### config.mk
export PLATFORM = sky130hd
export DESIGN_NAME = imem_loadable
export DESIGN_NICKNAME = d
export VERILOG_FILES = /design/src/rtl/imem_pkg.sv /design/src/rtl/imem_array.sv /design/src/rtl/imem_loadable.sv
export SDC_FILE = /design/constraint.sdc
export NUM_CORES = 2
export LEC_CHECK = 0
export ABC_AREA = 1
export CAP_MARGIN = 30
export CORE_UTILIZATION = 41
export DETAILED_ROUTE_END_ITERATION = 8
export PLACE_DENSITY_LB_ADDON = 0.15
export SYNTH_ARGS = -nofsm -noshare
export SYNTH_HDL_FRONTEND = slang
export SYNTH_SLANG_ARGS = --single-unit
### constraint.sdc
create_clock -name clk -period 6.05 [get_ports clk]
set_input_delay 0.9075 -clock clk [delete_from_list [all_inputs] [get_ports clk]]
set_output_delay 0.9075 -clock clk [all_outputs]
set_load 0.01 [all_outputs]
### src/rtl/imem_pkg.sv
// Shared types and constants for the loadable instruction memory.
// Optional build macro: IMEM_PARITY_EN (adds per-word even parity).
package imem_pkg;

  localparam logic [31:0] NOP_WORD = 32'h0000_0000;

  typedef enum logic [1:0] {
    IDLE  = 2'd0,
    LOAD  = 2'd1,
    READY = 2'd2
  } imem_state_t;

  // Even parity: the stored bit makes the total count of ones even.
  function automatic logic even_parity(input logic [31:0] word);
    return ^word;
  endfunction

endpackage

### src/rtl/imem_array.sv
// DEPTH x WIDTH storage: one synchronous write port, one synchronous read port.
// Contents are not reset; the read register holds while rd_en is low.
module imem_array #(
  parameter  int DEPTH = 64,
  parameter  int WIDTH = 32,
  localparam int IDX_W = $clog2(DEPTH)
) (
  input  logic             clk,
  input  logic             wr_en,
  input  logic [IDX_W-1:0] wr_idx,
  input  logic [WIDTH-1:0] wr_data,
  input  logic             rd_en,
  input  logic [IDX_W-1:0] rd_idx,
  output logic [WIDTH-1:0] rd_data
);

  logic [WIDTH-1:0] mem_q [DEPTH];
  logic [WIDTH-1:0] rd_data_q;

  always_ff @(posedge clk) begin
    if (wr_en) begin
      mem_q[wr_idx] <= wr_data;
    end
    if (rd_en) begin
      rd_data_q <= mem_q[rd_idx];
    end
  end

  assign rd_data = rd_data_q;

endmodule

### src/rtl/imem_loadable.sv
// Writable instruction memory: load FSM streams a program in, IF stage fetches
// with 1-cycle latency and stall hold. Optional macro: IMEM_PARITY_EN.
module imem_loadable
  import imem_pkg::*;
#(
  parameter  int DEPTH  = 64,
  parameter  int ADDR_W = 32,
  localparam int IDX_W  = $clog2(DEPTH)
) (
  input  logic              clk,
  input  logic              rst_n,
  input  logic              ld_start,
  input  logic              ld_valid,
  input  logic              ld_last,
  input  logic [31:0]       ld_data,
  output logic              ld_ready,
  output logic              ld_done,
  output logic [IDX_W:0]    ld_count,
  output logic              busy,
  input  logic              f_req,
  input  logic [ADDR_W-1:0] f_addr,
  input  logic              f_stall,
  output logic              f_valid,
  output logic [31:0]       f_data,
  output logic              f_fault
`ifdef IMEM_PARITY_EN
  ,
  output logic              f_perr
`endif
);

`ifdef IMEM_PARITY_EN
  localparam int WORD_W = 33;
`else
  localparam int WORD_W = 32;
`endif

  localparam logic [IDX_W-1:0] LAST_IDX = IDX_W'(DEPTH - 1);
  localparam logic [IDX_W-1:0] PTR_INC  = IDX_W'(1'b1);
  localparam logic [IDX_W:0]   CNT_INC  = (IDX_W + 1)'(1'b1);

  imem_state_t       state_q, state_d;
  logic [IDX_W-1:0]  ptr_q, ptr_d;
  logic [IDX_W:0]    count_q, count_d;
  logic              done_q, done_d;
  logic              valid_q, valid_d;
  logic              fault_q, fault_d;
  logic              nop_sel_q, nop_sel_d;
  logic              chk_q, chk_d;

  logic              beat_s;
  logic              accept_s;
  logic              fault_s;
  logic [IDX_W-1:0]  idx_s;
  logic [WORD_W-1:0] wr_word_s;
  logic [WORD_W-1:0] rd_word_s;

  assign beat_s   = (state_q == LOAD) && ld_valid;
  assign accept_s = (state_q == READY) && !ld_start && f_req && !f_stall;
  assign idx_s    = f_addr[IDX_W+1:2];
  assign fault_s  = (f_addr[1:0] != 2'b00)
                 || ({1'b0, idx_s} >= count_q)
                 || ((f_addr >> (IDX_W + 2)) != {ADDR_W{1'b0}});

`ifdef IMEM_PARITY_EN
  assign wr_word_s = {even_parity(ld_data), ld_data};
  assign f_perr    = chk_q && (even_parity(rd_word_s[31:0]) != rd_word_s[32]);
`else
  assign wr_word_s = ld_data;
`endif

  imem_array #(
    .DEPTH (DEPTH),
    .WIDTH (WORD_W)
  ) u_array (
    .clk     (clk),
    .wr_en   (beat_s),
    .wr_idx  (ptr_q),
    .wr_data (wr_word_s),
    .rd_en   (accept_s),
    .rd_idx  (idx_s),
    .rd_data (rd_word_s)
  );

  always_comb begin
    state_d = state_q;
    ptr_d   = ptr_q;
    count_d = count_q;
    done_d  = 1'b0;
    case (state_q)
      IDLE, READY: begin
        if (ld_start) begin
          state_d = LOAD;
          ptr_d   = {IDX_W{1'b0}};
          count_d = {(IDX_W + 1){1'b0}};
        end else begin
          state_d = state_q;
        end
      end
      LOAD: begin
        if (beat_s) begin
          ptr_d   = ptr_q + PTR_INC;
          count_d = count_q + CNT_INC;
          // A full array ends the load even without ld_last.
          if (ld_last || (ptr_q == LAST_IDX)) begin
            state_d = READY;
            done_d  = 1'b1;
          end else begin
            state_d = LOAD;
          end
        end else begin
          state_d = LOAD;
        end
      end
      default: begin
        state_d = IDLE;
        ptr_d   = {IDX_W{1'b0}};
        count_d = {(IDX_W + 1){1'b0}};
      end
    endcase
  end

  always_comb begin
    valid_d   = valid_q;
    fault_d   = fault_q;
    nop_sel_d = nop_sel_q;
    chk_d     = chk_q;
    if ((state_q != READY) || ld_start) begin
      valid_d = 1'b0;
      fault_d = 1'b0;
      chk_d   = 1'b0;
    end else if (f_stall) begin
      valid_d = valid_q;
    end else if (f_req) begin
      valid_d   = 1'b1;
      fault_d   = fault_s;
      nop_sel_d = fault_s;
      chk_d     = !fault_s;
    end else begin
      valid_d = 1'b0;
      fault_d = 1'b0;
      chk_d   = 1'b0;
    end
  end

  always_ff @(posedge clk or negedge rst_n) begin
    if (!rst_n) begin
      state_q   <= IDLE;
      ptr_q     <= {IDX_W{1'b0}};
      count_q   <= {(IDX_W + 1){1'b0}};
      done_q    <= 1'b0;
      valid_q   <= 1'b0;
      fault_q   <= 1'b0;
      nop_sel_q <= 1'b1;
      chk_q     <= 1'b0;
    end else begin
      state_q   <= state_d;
      ptr_q     <= ptr_d;
      count_q   <= count_d;
      done_q    <= done_d;
      valid_q   <= valid_d;
      fault_q   <= fault_d;
      nop_sel_q <= nop_sel_d;
      chk_q     <= chk_d;
    end
  end

  assign ld_ready = (state_q == LOAD);
  assign busy     = (state_q == LOAD);
  assign ld_done  = done_q;
  assign ld_count = count_q;
  assign f_valid  = valid_q;
  assign f_fault  = fault_q;
  // The read register holds across idle/stall cycles, so f_data holds with it.
  assign f_data   = nop_sel_q ? NOP_WORD : rd_word_s[31:0];

endmodule

==> results.ini <==
[run_status]
status = finished, final reports clean

[synth]
syn_inst = 6982
seq_area_frac_synth_pct = 74.6
yosys-top-cells-count = nand2_1, edfxtp_1, nand3_1, buf_2, nor2_1
yosysWarnings = 0
synth_edf_count = 2080
synth_area_mm2 = 0.0844
yosysTopAreaCellShare_pct = 74.0
synth_cell_types = 29
synth_seq_cells = 2099
async_reset_ff_share_pct = 0.905
yosys.area.top_type = edfxtp_1
synth_nets = 7061
synthFlopType = edfxtp_1
yosysMostFrequentCell = nand2_1
yosys-top-cells-area = edfxtp_1, nand3_1, nand2_1, buf_2, buf_4
synth.avg_cell_area_um2 = 12.1

[floorplan]
fp.dieArea_mm2 = 0.208
fp.dieW_um = 456
die_h_um = 456
pin_count = 115
initial_core_util_pct = 41.3
core_mm2 = 0.205
row_count = 166

[sta]
worst_pin_slew_ns = 1.26
timing.final.crit_period_ns = 3.40
slew_viol_final = 0
slew_headroom_pct = 16.2
fin_skew_ns = 0.0376
clock.fmax_mhz = 295
fin_tns_setup_ns = 0
hold_viol = 0
fin_ws_ns = 2.65
period_share_pct = 56.1
rsz0062_at_grt = false
finalSetupViolCount = 0

[setup_path]
critPathLaunchType = flop
cp_max_fo = 19
reg2reg_to = u_array.mem_q[38][3]$_DFFE_PP_
rr_startpoint = state_q[1]$_DFFE_PN0P_
required_ns = 6.57
reg2reg_slack_ns = 2.65
arrival_ns = 3.91
critPathKind = flop to flop
reg2regPathDepth = 10
end_kind = flop

[cts]
clk_pin_slew_ns = 0.06
cts_max_level = 4
cts_setup_buffers = 0
clock_latency_ns = 0.85
cts_buffers = 217
clock-root-buffer = clkbuf_16
hold_buffers = 0
clockBufferDepth = 3
clkSinkCount = 2099
cts_tree = built
ctsResizeCount = 0

[grt]
grt_pass1_vias = 52100
grt_max_degree = 211
grt_pass1_wl_um = 366000
overflow = 0
grt_use_total_pct = 24.1
antenna_found_initial = 17

[power_and_ir_drop]
power.total_mw = 31.0
ir_drop_mv = 0.297
p_per_area_mw_per_mm2 = 325
intPower_mw = 23.7
leakage_nw = 33.3
pwr-share-clk_pct = 40.1
pwr-share-seq_pct = 52.3
switching_share_pct = 23.6
pwr-share-comb_pct = 7.5
switchingPower_mw = 7.33

[route]
drtAntennaViolNets = 0
totalWireLength_um = 254000
via_per_inst = 5.53
drc = 0
wl_per_cell_um = 25.7
drt-initial-drc-count = 6199
vias = 54800
firstDrtPassIters = 6

[job]
maxCapViolCount = 0

[placed_design]
dpl.hpwl_um = 131000
routabilityCongestion = 0.811
portBuffers = 114
post-place-ws_ns = 2.06

[final_layout]
drive_gt1_share_pct = 7.75
nFillCells = 18200
layout.nets = 7119
syn_to_final_growth_pct = 13.0

[min_path]
hp-class = input pin to asynchronous set/reset pin

[stage by stage]
step                hold slack, ns  instance area, um2  cells  util, %
floorplan                    0.457               84400   6982        -
global placement             0.460               88500   9493     43.3
detailed placement           0.468               88900   9508     43.4
CTS                          0.341               95300   9902     46.6
global route                 0.409               95400   9905     46.6
finish                       0.402               95400   9908     46.6
[layer usage]
layer / share of wire (%) / GRT usage (%) / vias up
met3: 7.0 / 3.80 / 361
li1: - / - / 24900
met2: 47 / 38.3 / 1991
met4: 3.3 / 8.18 / 2
met5: 0.0051 / 0 / -
met1: 43 / 33.7 / 27500
[cells in the final DEF (no fill, tap or decap), types with 2 or more instances in the layout]
cell type	instances
dfrtp_1	18
buf_2	32
clkbuf_8	2
o21ai_0	9
clkdlybuf4s50_1	76
nand2_1	2284
buf_4	138
nor2_1	56
nand4_1	9
buf_8	3
inv_8	2
inv_6	8
bufinv_16	6
clkbuf_16	220
a21oi_1	8
nand3_1	1911
nor3_1	7
clkinvlp_4	2
clkinv_2	35
ha_1	8
edfxtp_1	2080
nor2_4	64
buf_12	31
nor4_1	2
buf_16	9
diode_2	5
inv_16	3
clkbuf_1	69
inv_1	60
clkinv_1	52
[critical path, cell delays in order (launching register included)]
cell	delay, ns
dfrtp_1	0.36
inv_1	0.06
nand2_1	0.08
inv_1	0.29
nand2_1	0.18
inv_1	0.08
buf_4	0.18
nand4_1	0.44
buf_4	0.38
nor2_4	0.63
buf_4	0.37
[state kept, by name, summed over array words and instances, names as in the netlist, 2 cells and up]
| signal | count |
|---|---|
| ld_count | 7 |
| ptr_q | 6 |
| state_q | 2 |
| u_array.mem_q | 2048 |
| u_array.rd_data | 32 |
[worst max path at each step]
stage / slack, ns / to / depth (start not counted) / from
4_1_cts: 2.67 / u_array.mem_q[38][3]$_DFFE_PP_ / 10 / state_q[1]$_DFFE_PN0P_
5_1_grt: 2.50 / u_array.mem_q[38][3]$_DFFE_PP_ / 10 / state_q[1]$_DFFE_PN0P_
6_report: 2.65 / u_array.mem_q[38][3]$_DFFE_PP_ / 10 / state_q[1]$_DFFE_PN0P_
2_1_floorplan: 2.77 / u_array.mem_q[12][0]$_DFFE_PP_ / 5 / ld_valid
3_5_place_dp: 2.06 / u_array.rd_data[31]$_DFFE_PP_ / 9 / f_addr[4]
3_3_place_gp: 2.04 / u_array.rd_data[31]$_DFFE_PP_ / 9 / f_addr[4]
[power by group through the flow]
stage          Combinational [mW]  Sequential (mW)  Clock (mW)
3_5_place_dp                 2.33             16.5           0
3_3_place_gp                 2.31             16.5           0
6_report                     2.33             16.2        12.5
2_1_floorplan                1.21             16.5           0
5_1_grt                      2.51             16.2        13.2
4_1_cts                      2.34             16.2        12.7
[layout make-up]
class	count	area, um2	share of cell area [%]
Antenna cell	5	12.5	0.0131
Clock buffer	291	5790	6.07
Clock inverter	103	674	0.707
Inverter	66	285	0.299
Multi-Input combinational cell	4366	19400	20.4
Sequential cell	2099	62900	66.0
Tap cell	2688	3360	3.53
Timing Repair Buffer	290	2880	3.02
[kinds of logic (layout without fill, tap and decap cells)]
| logic type | count (synthesis) | after routing | share of synthesized area [%] |
|---|---|---|---|
| simple gates | 4336 | 4336 | 22.2 |
| flops | 2099 | 2099 | 74.6 |
| compound gates | 22 | 22 | 0.141 |
| buf+inv | 517 | 750 | 3.02 |
| other cells | 0 | 5 | 0 |
| fa+ha+maj | 8 | 8 | 0.119 |
(Power assumes the default switching activity.)
